<file path="config.mk">
export PLATFORM = sky130hd
export DESIGN_NAME = btn_event_decoder
export DESIGN_NICKNAME = d
export VERILOG_FILES = /design/src/rtl/btn_pkg.sv /design/src/rtl/ms_tick_gen.sv /design/src/rtl/btn_event_decoder.sv
export SDC_FILE = /design/constraint.sdc
export NUM_CORES = 1
export LEC_CHECK = 0
export ABC_CLOCK_PERIOD_IN_PS = 2150
export BUFFER_PORTS_ARGS = -buffer_cell sky130_fd_sc_hd__clkbuf_2
export CAP_MARGIN = 20
export CORE_MARGIN = 2
export CORE_UTILIZATION = 50
export CTS_CLUSTER_DIAMETER = 50
export DETAILED_ROUTE_END_ITERATION = 10
export HOLD_SLACK_MARGIN = 0.15
export PLACE_DENSITY = 0.77
export SLEW_MARGIN = 20
export SYNTH_ARGS = -nofsm -noshare
export SYNTH_HDL_FRONTEND = slang
export SYNTH_SLANG_ARGS = --single-unit
</file>
<file path="constraint.sdc">
create_clock -name clk -period 2.15 [get_ports clk]
set_input_delay 0.1075 -clock clk [delete_from_list [all_inputs] [get_ports clk]]
set_output_delay 0.1075 -clock clk [all_outputs]
set_load 0.01 [all_outputs]
</file>
<file path="src/rtl/btn_pkg.sv">
// Shared definitions for the button event decoder: FSM state encoding,
// default timing constants (clk cycles per tick, durations in ms ticks)
// and a small helper used to size the millisecond counter.
package btn_pkg;

    typedef logic [2:0] btn_state_t;

    // state  | meaning
    // IDLE   | button released, nothing pending
    // PRESS1 | first press in progress, timing towards long
    // GAP    | released after a short press, waiting for a possible second press
    // PRESS2 | second press of a double-click in progress
    // HELD   | long press reached, waiting for release
    localparam btn_state_t IDLE   = 3'd0;
    localparam btn_state_t PRESS1 = 3'd1;
    localparam btn_state_t GAP    = 3'd2;
    localparam btn_state_t PRESS2 = 3'd3;
    localparam btn_state_t HELD   = 3'd4;

    localparam int TICK_COUNT = 100000;
    localparam int LONG_MS    = 800;
    localparam int DOUBLE_MS  = 250;
    localparam int REPEAT_MS  = 100;

    function automatic int max3(input int a, input int b, input int c);
        int m;
        m = (a > b) ? a : b;
        return (m > c) ? m : c;
    endfunction

endpackage

</file>
<file path="src/rtl/ms_tick_gen.sv">
// Free-running millisecond prescaler. A down-counter that reloads at its
// terminal count; o_tick is high for one clk every TICK_COUNT cycles.
// The counter resets to 0, so the first tick is seen on the first clk
// after reset is released.
module ms_tick_gen #(
    parameter int TICK_COUNT = btn_pkg::TICK_COUNT
) (
    input  logic clk,
    input  logic rst,
    output logic o_tick
);

    localparam int CNT_W = (TICK_COUNT > 1) ? $clog2(TICK_COUNT) : 1;

    logic [CNT_W-1:0] cnt;

    // Count down, reload on terminal count.
    always_ff @(posedge clk or posedge rst) begin
        if (rst)
            cnt <= '0;
        else if (cnt == '0)
            cnt <= CNT_W'(TICK_COUNT - 1);
        else
            cnt <= cnt - 1'b1;
    end

    assign o_tick = (cnt == '0);

endmodule

</file>
<file path="src/rtl/btn_event_decoder.sv">
// Classifies a debounced button level into short / long / double-click
// events, each a registered one-clk pulse. Timing is counted in ms ticks
// from ms_tick_gen. An edge always takes priority over a timeout that
// lands in the same cycle.
// Build option: define BTN_AUTO_REPEAT_EN to enable o_repeat pulses while
// the button is held past a long press; otherwise o_repeat is tied low.
module btn_event_decoder #(
    parameter int TICK_COUNT = btn_pkg::TICK_COUNT,
    parameter int LONG_MS    = btn_pkg::LONG_MS,
    parameter int DOUBLE_MS  = btn_pkg::DOUBLE_MS,
    parameter int REPEAT_MS  = btn_pkg::REPEAT_MS
) (
    input  logic clk,
    input  logic rst,
    input  logic i_level,
    output logic o_short,
    output logic o_long,
    output logic o_double,
    output logic o_repeat,
    output logic o_busy
);

    import btn_pkg::*;

    localparam int MS_W = $clog2(max3(LONG_MS, DOUBLE_MS, REPEAT_MS) + 1);

    logic            tick;
    logic            level_q;
    logic            rise;
    logic            fall;
    btn_state_t      state;
    btn_state_t      state_nxt;
    logic [MS_W-1:0] ms_cnt;
    logic            long_due;
    logic            gap_due;
    logic            short_d;
    logic            long_d;
    logic            double_d;

    ms_tick_gen #(
        .TICK_COUNT(TICK_COUNT)
    ) u_tick (
        .clk    (clk),
        .rst    (rst),
        .o_tick (tick)
    );

    assign rise     = i_level & ~level_q;
    assign fall     = ~i_level & level_q;
    assign long_due = tick && (ms_cnt == MS_W'(LONG_MS - 1));
    assign gap_due  = tick && (ms_cnt == MS_W'(DOUBLE_MS - 1));

    // Previous level for edge detection.
    always_ff @(posedge clk or posedge rst) begin
        if (rst)
            level_q <= 1'b0;
        else
            level_q <= i_level;
    end

    // State register.
    always_ff @(posedge clk or posedge rst) begin
        if (rst)
            state <= IDLE;
        else
            state <= state_nxt;
    end

    // Next-state logic; edges are tested before timeouts.
    always_comb begin
        state_nxt = state;
        case (state)
            IDLE:    if (rise) state_nxt = PRESS1;
            PRESS1:  if (fall) state_nxt = GAP;
                     else if (long_due) state_nxt = HELD;
            GAP:     if (rise) state_nxt = PRESS2;
                     else if (gap_due) state_nxt = IDLE;
            PRESS2:  if (fall) state_nxt = IDLE;
                     else if (long_due) state_nxt = HELD;
            HELD:    if (fall) state_nxt = IDLE;
            default: state_nxt = IDLE;
        endcase
    end

`ifdef BTN_AUTO_REPEAT_EN
    logic rep_due;
    logic repeat_d;
    logic repeat_q;

    assign rep_due = tick && (ms_cnt == MS_W'(REPEAT_MS - 1));
`endif

    // Event decode from the current state; a same-cycle edge suppresses timeouts.
    always_comb begin
        short_d  = 1'b0;
        long_d   = 1'b0;
        double_d = 1'b0;
`ifdef BTN_AUTO_REPEAT_EN
        repeat_d = 1'b0;
`endif
        case (state)
            PRESS1: long_d = !fall && long_due;
            GAP:    short_d = !rise && gap_due;
            PRESS2: begin
                double_d = fall;
                long_d   = !fall && long_due;
            end
`ifdef BTN_AUTO_REPEAT_EN
            HELD:   repeat_d = !fall && rep_due;
`endif
            default: ;
        endcase
    end

    // Millisecond counter: cleared on any state change, saturating otherwise.
    always_ff @(posedge clk or posedge rst) begin
        if (rst)
            ms_cnt <= '0;
        else if (state_nxt != state)
            ms_cnt <= '0;
`ifdef BTN_AUTO_REPEAT_EN
        else if (repeat_d)
            ms_cnt <= '0;
`endif
        else if (tick && (ms_cnt != '1))
            ms_cnt <= ms_cnt + MS_W'(1);
    end

    // Registered one-clk event pulses.
    always_ff @(posedge clk or posedge rst) begin
        if (rst) begin
            o_short  <= 1'b0;
            o_long   <= 1'b0;
            o_double <= 1'b0;
        end else begin
            o_short  <= short_d;
            o_long   <= long_d;
            o_double <= double_d;
        end
    end

`ifdef BTN_AUTO_REPEAT_EN
    // Registered auto-repeat pulse.
    always_ff @(posedge clk or posedge rst) begin
        if (rst)
            repeat_q <= 1'b0;
        else
            repeat_q <= repeat_d;
    end

    assign o_repeat = repeat_q;
`else
    assign o_repeat = 1'b0;
`endif

    assign o_busy = (state != IDLE);

endmodule

</file>
== Word-level counts from Yosys, hierarchy flattened ==
Index checks and enable logic that the tools add are counted.
W data, S select, Z words.

* Reductions and logical operators: 12
* Mux-type cells: 14
* Add/sub/neg operators: 2
* Equal/unequal tests: 8
* Bitwise logic cells: 4

{| class="wikitable"
|+ Operators by type and width
! kind !! count
|-
| $mux W3 || 7
|-
| $mux W10 || 2
|-
| $logic_not A17 Y1 || 1
|-
| $mux W17 || 1
|-
| $sub A17 B1 Y17 const B || 1
|-
| $pmux W3 S5 || 1
|-
| $add A10 B1 Y10 const B || 1
|-
| $eq A10 B10 Y1 const B || 1
|-
| $eq A10 B8 Y1 const B || 1
|-
| $ne A10 B10 Y1 const B || 1
|-
| $eq A3 B2 Y1 const B || 2
|-
| $logic_and A1 B1 Y1 || 5
|-
| $eq A3 B1 Y1 const B || 1
|-
| $eq A3 B3 Y1 const B || 1
|-
| $logic_not A3 Y1 || 1
|-
| $mux W1 || 3
|-
| $ne A3 B3 Y1 || 1
|-
| $reduce_bool A3 Y1 || 1
|-
| $and A1 B1 Y1 || 2
|-
| $logic_not A1 Y1 || 2
|-
| $not A1 Y1 || 2
|-
| $reduce_bool A2 Y1 || 1
|-
| $reduce_or A2 Y1 || 1
|}

* Flip-flop bits (word level): 34
* Word-level logic and storage cells: 47

== Depth between registers and ports, before layout ==
* Depth after elaboration: 7
* Depth in mapped cells: 7

== By module ==
From an unflattened synthesis, not the netlist that was laid out.

* Cell total of the unflattened synthesis: 188
* Area total of the unflattened synthesis: 1,876.8 µm²

{| class="wikitable"
|+ By module, submodules not included
! module !! area an instance (µm²) !! cells each !! times used
|-
| btn_event_decoder || 943.4 || 99 || 1
|-
| ms_tick_gen || 933.4 || 89 || 1
|}

== Worst setup path before layout ==
Ideal clock, no wire load.

* Kind: register to register
* From: reg u_tick.cnt[11]
* To: reg ms_cnt[0]
* Arrival time: 2.073 ns
* Required time: 2.002 ns
* Buffers on the path: 0
* Stages on the path, launching flop included: 6
* Setup slack: -0.071 ns
* Period minus slack after synthesis: 2.221 ns
* Cells stage by stage: dfrtp_1 -> or4_4 -> nor4_4 -> nand2_2 -> a2111oi_4 -> nor3_1

* Word-level cells in the longest chain between the ends: 7
* Elaborated cells between the ends (all ways): 13

{| class="wikitable"
|+ Ends and longest elaborated chain
! element !! RTL line !! source
|-
| from (decl) || ms_tick_gen.sv:15 || <nowiki>logic [CNT_W-1:0] cnt;</nowiki>
|-
| from (signal assigned) || ms_tick_gen.sv:22 || <nowiki>cnt <= CNT_W'(TICK_COUNT - 1);</nowiki>
|-
| from (signal assigned) || ms_tick_gen.sv:24 || <nowiki>cnt <= cnt - 1'b1;</nowiki>
|-
| $logic_not A17 Y1 (*) || ms_tick_gen.sv:27 || <nowiki>assign o_tick = (cnt == '0);</nowiki>
|-
| $logic_and A1 B1 Y1 (on tied branches) || btn_event_decoder.sv:50, btn_event_decoder.sv:51 ||
|-
| $mux W3 (on tied branches) || btn_event_decoder.sv:75, btn_event_decoder.sv:79, btn_event_decoder.sv:77 ||
|-
| $mux W3 (on tied branches) || btn_event_decoder.sv:78, btn_event_decoder.sv:74, btn_event_decoder.sv:76 ||
|-
| $pmux W3 S5 || btn_event_decoder.sv:72 || <nowiki>case (state)</nowiki>
|-
| $ne A3 B3 Y1 || btn_event_decoder.sv:119 || <nowiki>else if (state_nxt != state)</nowiki>
|-
| $mux W10 or $reduce_bool A2 Y1 (tied branches) || n/a ||
|-
| to (signal assigned) || btn_event_decoder.sv:126 || <nowiki>ms_cnt <= ms_cnt + MS_W'(1);</nowiki>
|-
| to (decl) || btn_event_decoder.sv:33 || <nowiki>logic [MS_W-1:0] ms_cnt;</nowiki>
|}

Mark *: on every way between the ends. The rest lies on a longest branch, timed or not.
A chain may end at the register's enable or synchronous reset.

== Final worst setup path ==
* From: reg ms_cnt[1]
* To: reg ms_cnt[9]

* Word-level cells in the longest chain between the ends: 7
* Elaborated cells between the ends (all ways): 17

{| class="wikitable"
|+ Ends and longest elaborated chain
! element !! RTL line
|-
| $eq A10 B10 Y1 or $eq A10 B8 Y1 (tied branches) || btn_event_decoder.sv:50, btn_event_decoder.sv:51
|-
| $logic_and A1 B1 Y1 (on tied branches) || btn_event_decoder.sv:50, btn_event_decoder.sv:51
|-
| $mux W3 (on tied branches) || btn_event_decoder.sv:75, btn_event_decoder.sv:79, btn_event_decoder.sv:77
|-
| $mux W3 (on tied branches) || btn_event_decoder.sv:78, btn_event_decoder.sv:74, btn_event_decoder.sv:76
|-
| $pmux W3 S5 || btn_event_decoder.sv:72
|-
| $ne A3 B3 Y1 || btn_event_decoder.sv:119
|-
| $mux W10 or $reduce_bool A2 Y1 (tied branches) || n/a
|}

Several ways; a longest one is shown, not always the timed one. The select of a mux whose other input is x is not followed.

==> out/qor.csv <==
stage,metric,value,unit
outcome,status,"finished, violations left",
outcome,violations,negative setup slack,
cells_and_area,final_area,2248,sq um
cells_and_area,seqCellArea,853.3,sq um
global_routing,grt_first_pass_wirelength,6.906,mm
clocking,cts_sinks,34,
cells_and_area,areaGrowthSynthToFinish,23.93,%
yosys,synth.distinct_cells,38,
power_and_ir_drop,cellLeakagePower,0.0009316,uW
routing,wl_met2,2.087,mm
critical_path,cpPeakStageDelay,0.47,ns
routing,via_per_inst,5.820,
run,cap_violations,0,
placed_design,portBuffers,6,
routing,m1WireLength,1.812,mm
critical_path,cp.depth,8,
yosys,async_flop_share,100.0,%
floorplan,core,3416,sq um
clocking,clockBufferDepth,2,
clocking,root_buffer,clkbuf_4,
sta,finalCritPeriodShare,102.9,%
critical_path,cp.arrival,2.44,ns
critical_path,critPathCapture,ms_cnt[9]$_DFFE_PP0P_,
critical_path,critPathTopFamily,compound AO/OA/AOI/OAI gates,
critical_path,crit_path_end_kind,flop,
floorplan,die_area,4126,sq um
critical_path,reg2reg_slack,-0.06,ns
sta,slew_violations,0,
placed_design,postPlaceCellArea,2014,sq um
critical_path,crit_chain,inv_2 > ha_4 > nand2_4 > or4_4 > o31a_1 > a2111oi_4 > buf_4 > a211oi_2,
floorplan,die_x,64.24,um
sta,grt_setup_unrepaired,yes,
routing,dr.max_layer_used,met4,
critical_path,path_class,flop to flop,
sta,final-setup-viol-count,10,
placed_design,dp_hpwl,2.825,mm
critical_path,r2r_end,ms_cnt[9]$_DFFE_PP0P_,
floorplan,start_util,53.11,%
floorplan,rows,21,
yosys,syn_nets,192,
yosys,syn_area,1814,sq um
cells_and_area,antenna-diode-count,0,
floorplan,die_h,64.24,um
routing,vias,1548,
cells_and_area,finalNetCount,226,
power_and_ir_drop,peakVddDrop,367.0,uV
global_routing,grt_pass1_vias,1489,
global_routing,gr-usage-all-layers,21.85,%
routing,wl_met3,198,um
global_routing,gr-total-overflow,0,
critical_path,critPathMaxFanout,5,
floorplan,ios,8,
clocking,clk_pin_slew,0.11,ns
routing,drt_drc_violations_left,0,
cells_and_area,multi_input_area,1025,sq um
global_routing,grt_antenna_before_repair,0,
sta,max_freq,0.4521,GHz
clocking,cts_inserted_buffers,5,
cells_and_area,drive_above_1_share,29.09,%
sta,final.setup.worst_slack,-0.06195,ns
critical_path,critPathSlowestCell,or4_4,
yosys,synth_flop_cell,dfrtp_1,
critical_path,rr_startpoint,ms_cnt[1]$_DFFE_PP0P_,
yosys,ys_seq_area_share,46.90,%
routing,dr.pass1.iters,5,
routing,post_drt_wl_per_cell,15.73,um
yosys,yosys_warnings,0,
yosys,syn_avg_cell_area,9.807,sq um
sta,hold_viol,0,
cells_and_area,final_util,65.82,%
routing,routed_wl,4.183,mm
critical_path,setup.worst_path.start,ms_cnt[1]$_DFFE_PP0P_,
sta,whs,0.2959,ns
clocking,cts_max_level,2,
power_and_ir_drop,powerDensity,550.4,nW/um^2
cells_and_area,fillCellCount,257,
yosys,ys_ff_latch,34,
global_routing,grt_max_degree,23,
critical_path,path_buf_inv,2,
critical_path,setup.worst_path.start_class,flop,
yosys,synth_edf_count,0,
power_and_ir_drop,p_total,1237,uW
critical_path,rr_worst_depth,8,
sta,min_period,2.212,ns
worst_hold_path,hold_class,input port to async pin,
clocking,cts_tree,built,
routing,antenna_left,0,
critical_path,worstPathRequired,2.38,ns
placed_design,routabilityCongestion,0.8116,
sta,clock_skew,0.007487,ns
clocking,clk_latency,0.34,ns
yosys,syn_inst,185,
routing,drt-initial-drc-count,122,
## synthesized netlist by cell type, types with 2 or more instances
cell      instances  area [sq um]
a21oi_1           4         20.02
and4_1            2         17.52
clkbuf_1          3         11.26
dfrtp_1          34         850.8
ha_1              4         50.05
inv_1             7         26.28
nand2_1          21         78.83
nand2b_1          3         18.77
nand3_1           6         30.03
nand4_1           4         25.02
nor2_1           17         63.81
nor3_1           15         75.07
nor4_1            8         50.05
nor4_2            2         25.02
nor4b_1           3         26.28
o21ai_0           2         10.01
o31a_1            2         17.52
or3_1             6         37.54
or4_1             4         30.03
xnor2_1          16         140.1
xor2_1            5         43.79
## how the worst min path moves through the flow
stage                       endpoint  slack, ns  cells after the start
2_1_floorplan      level_q$_DFF_PP0_       0.14                      0
3_3_place_gp      state[2]$_DFF_PP0_       0.11                      2
3_5_place_dp      state[2]$_DFF_PP0_       0.14                      2
4_1_cts        ms_cnt[9]$_DFFE_PP0P_       0.31                      3
5_1_grt        ms_cnt[9]$_DFFE_PP0P_       0.34                      3
6_report          state[2]$_DFF_PP0_       0.30                      3
## cells in the final DEF (no fill, tap or decap), types with 2 or more instances in the layout
cell,n
nor4_1,7
clkbuf_2,6
nor3_2,6
dfrtp_2,2
nor2_1,17
or4_4,3
buf_4,22
nor4_4,3
nand2_1,20
o21ai_0,2
o31a_1,2
inv_1,6
and4_1,2
dfrtp_1,32
a21oi_1,4
xor2_1,5
or4_1,2
clkbuf_4,5
nand2b_1,3
ha_1,3
nand4_1,4
xnor2_1,16
or3_1,6
nand3_1,5
nor3_1,9
nor4b_1,3
dlygate4sd3_1,2
## cell type report
type / count / area share, %
Inverter: 7 / 1.169
Timing Repair Buffer: 31 / 10.07
Multi-Input combinational cell: 140 / 45.58
Clock buffer: 7 / 2.449
Clock inverter: 1 / 0.2226
Tap cell: 46 / 2.560
Sequential cell: 34 / 37.95
## repair_timing
| action | 4_1_cts | 5_1_grt |
|---|---|---|
| cloned | 0 | 1 |
| hold endpoints to repair | 15 | 0 |
| endpoints found under the setup margin | 6 | 14 |
| hold buffers | 2 | 0 |
| resized for setup | 4 | 20 |
| pin swaps | 0 | 2 |
| setup buffers | 0 | 5 |
## logic make-up (layout without fill, tap and decap cells)
family	count (synthesis)	in the layout	synth area share, %
adder cells (fa/ha/maj)	4	4	2.759
AO/OA/AOI/OAI	14	14	6.415
flip-flops	34	34	46.90
XOR/XNOR	21	21	10.14
buffers and inverters	11	46	2.483
other	1	1	0.2067
AND/OR/NAND/NOR	99	99	30.48
multiplexers	1	1	0.6206
## registers in the layout, indices dropped and copies added (netlist names)
| register | flops |
|---|---|
| o_long | 1 |
| state | 3 |
| ms_cnt | 10 |
| u_tick.cnt | 17 |
| o_short | 1 |
| o_double | 1 |
| level_q | 1 |
## report_power, final
group,internal [uW],switching [uW]
clock network,158,222
logic,69.5,123
registers,655,9.69
total,883,355
## worst register-to-register path, cell delays in order, from the launching register on
cell and delay (ns):
dfrtp_1 0.44, inv_2 0.11, ha_4 0.14, nand2_4 0.05, or4_4 0.47, o31a_1 0.33
a2111oi_4 0.29, buf_4 0.23, a211oi_2 0.06
## per-stage QoR
step	TNS (ns)	std cells	worst slack [ns]
detailed placement	-0.1449	250	-0.1002
floorplan	0	185	0.002131
global placement	0	250	0.03830
finish	-0.3318	266	-0.06195
CTS	0	260	0.005212
global route	-1.148	266	-0.1404
## layer usage
metal,global-route usage [%],vias to the layer above
li1,-,722
met1,28.07,778
met2,34.11,41
met3,5.634,7
met4,10.90,0
met5,0,-
No activity file was read; power rests on OpenSTA's default activity.
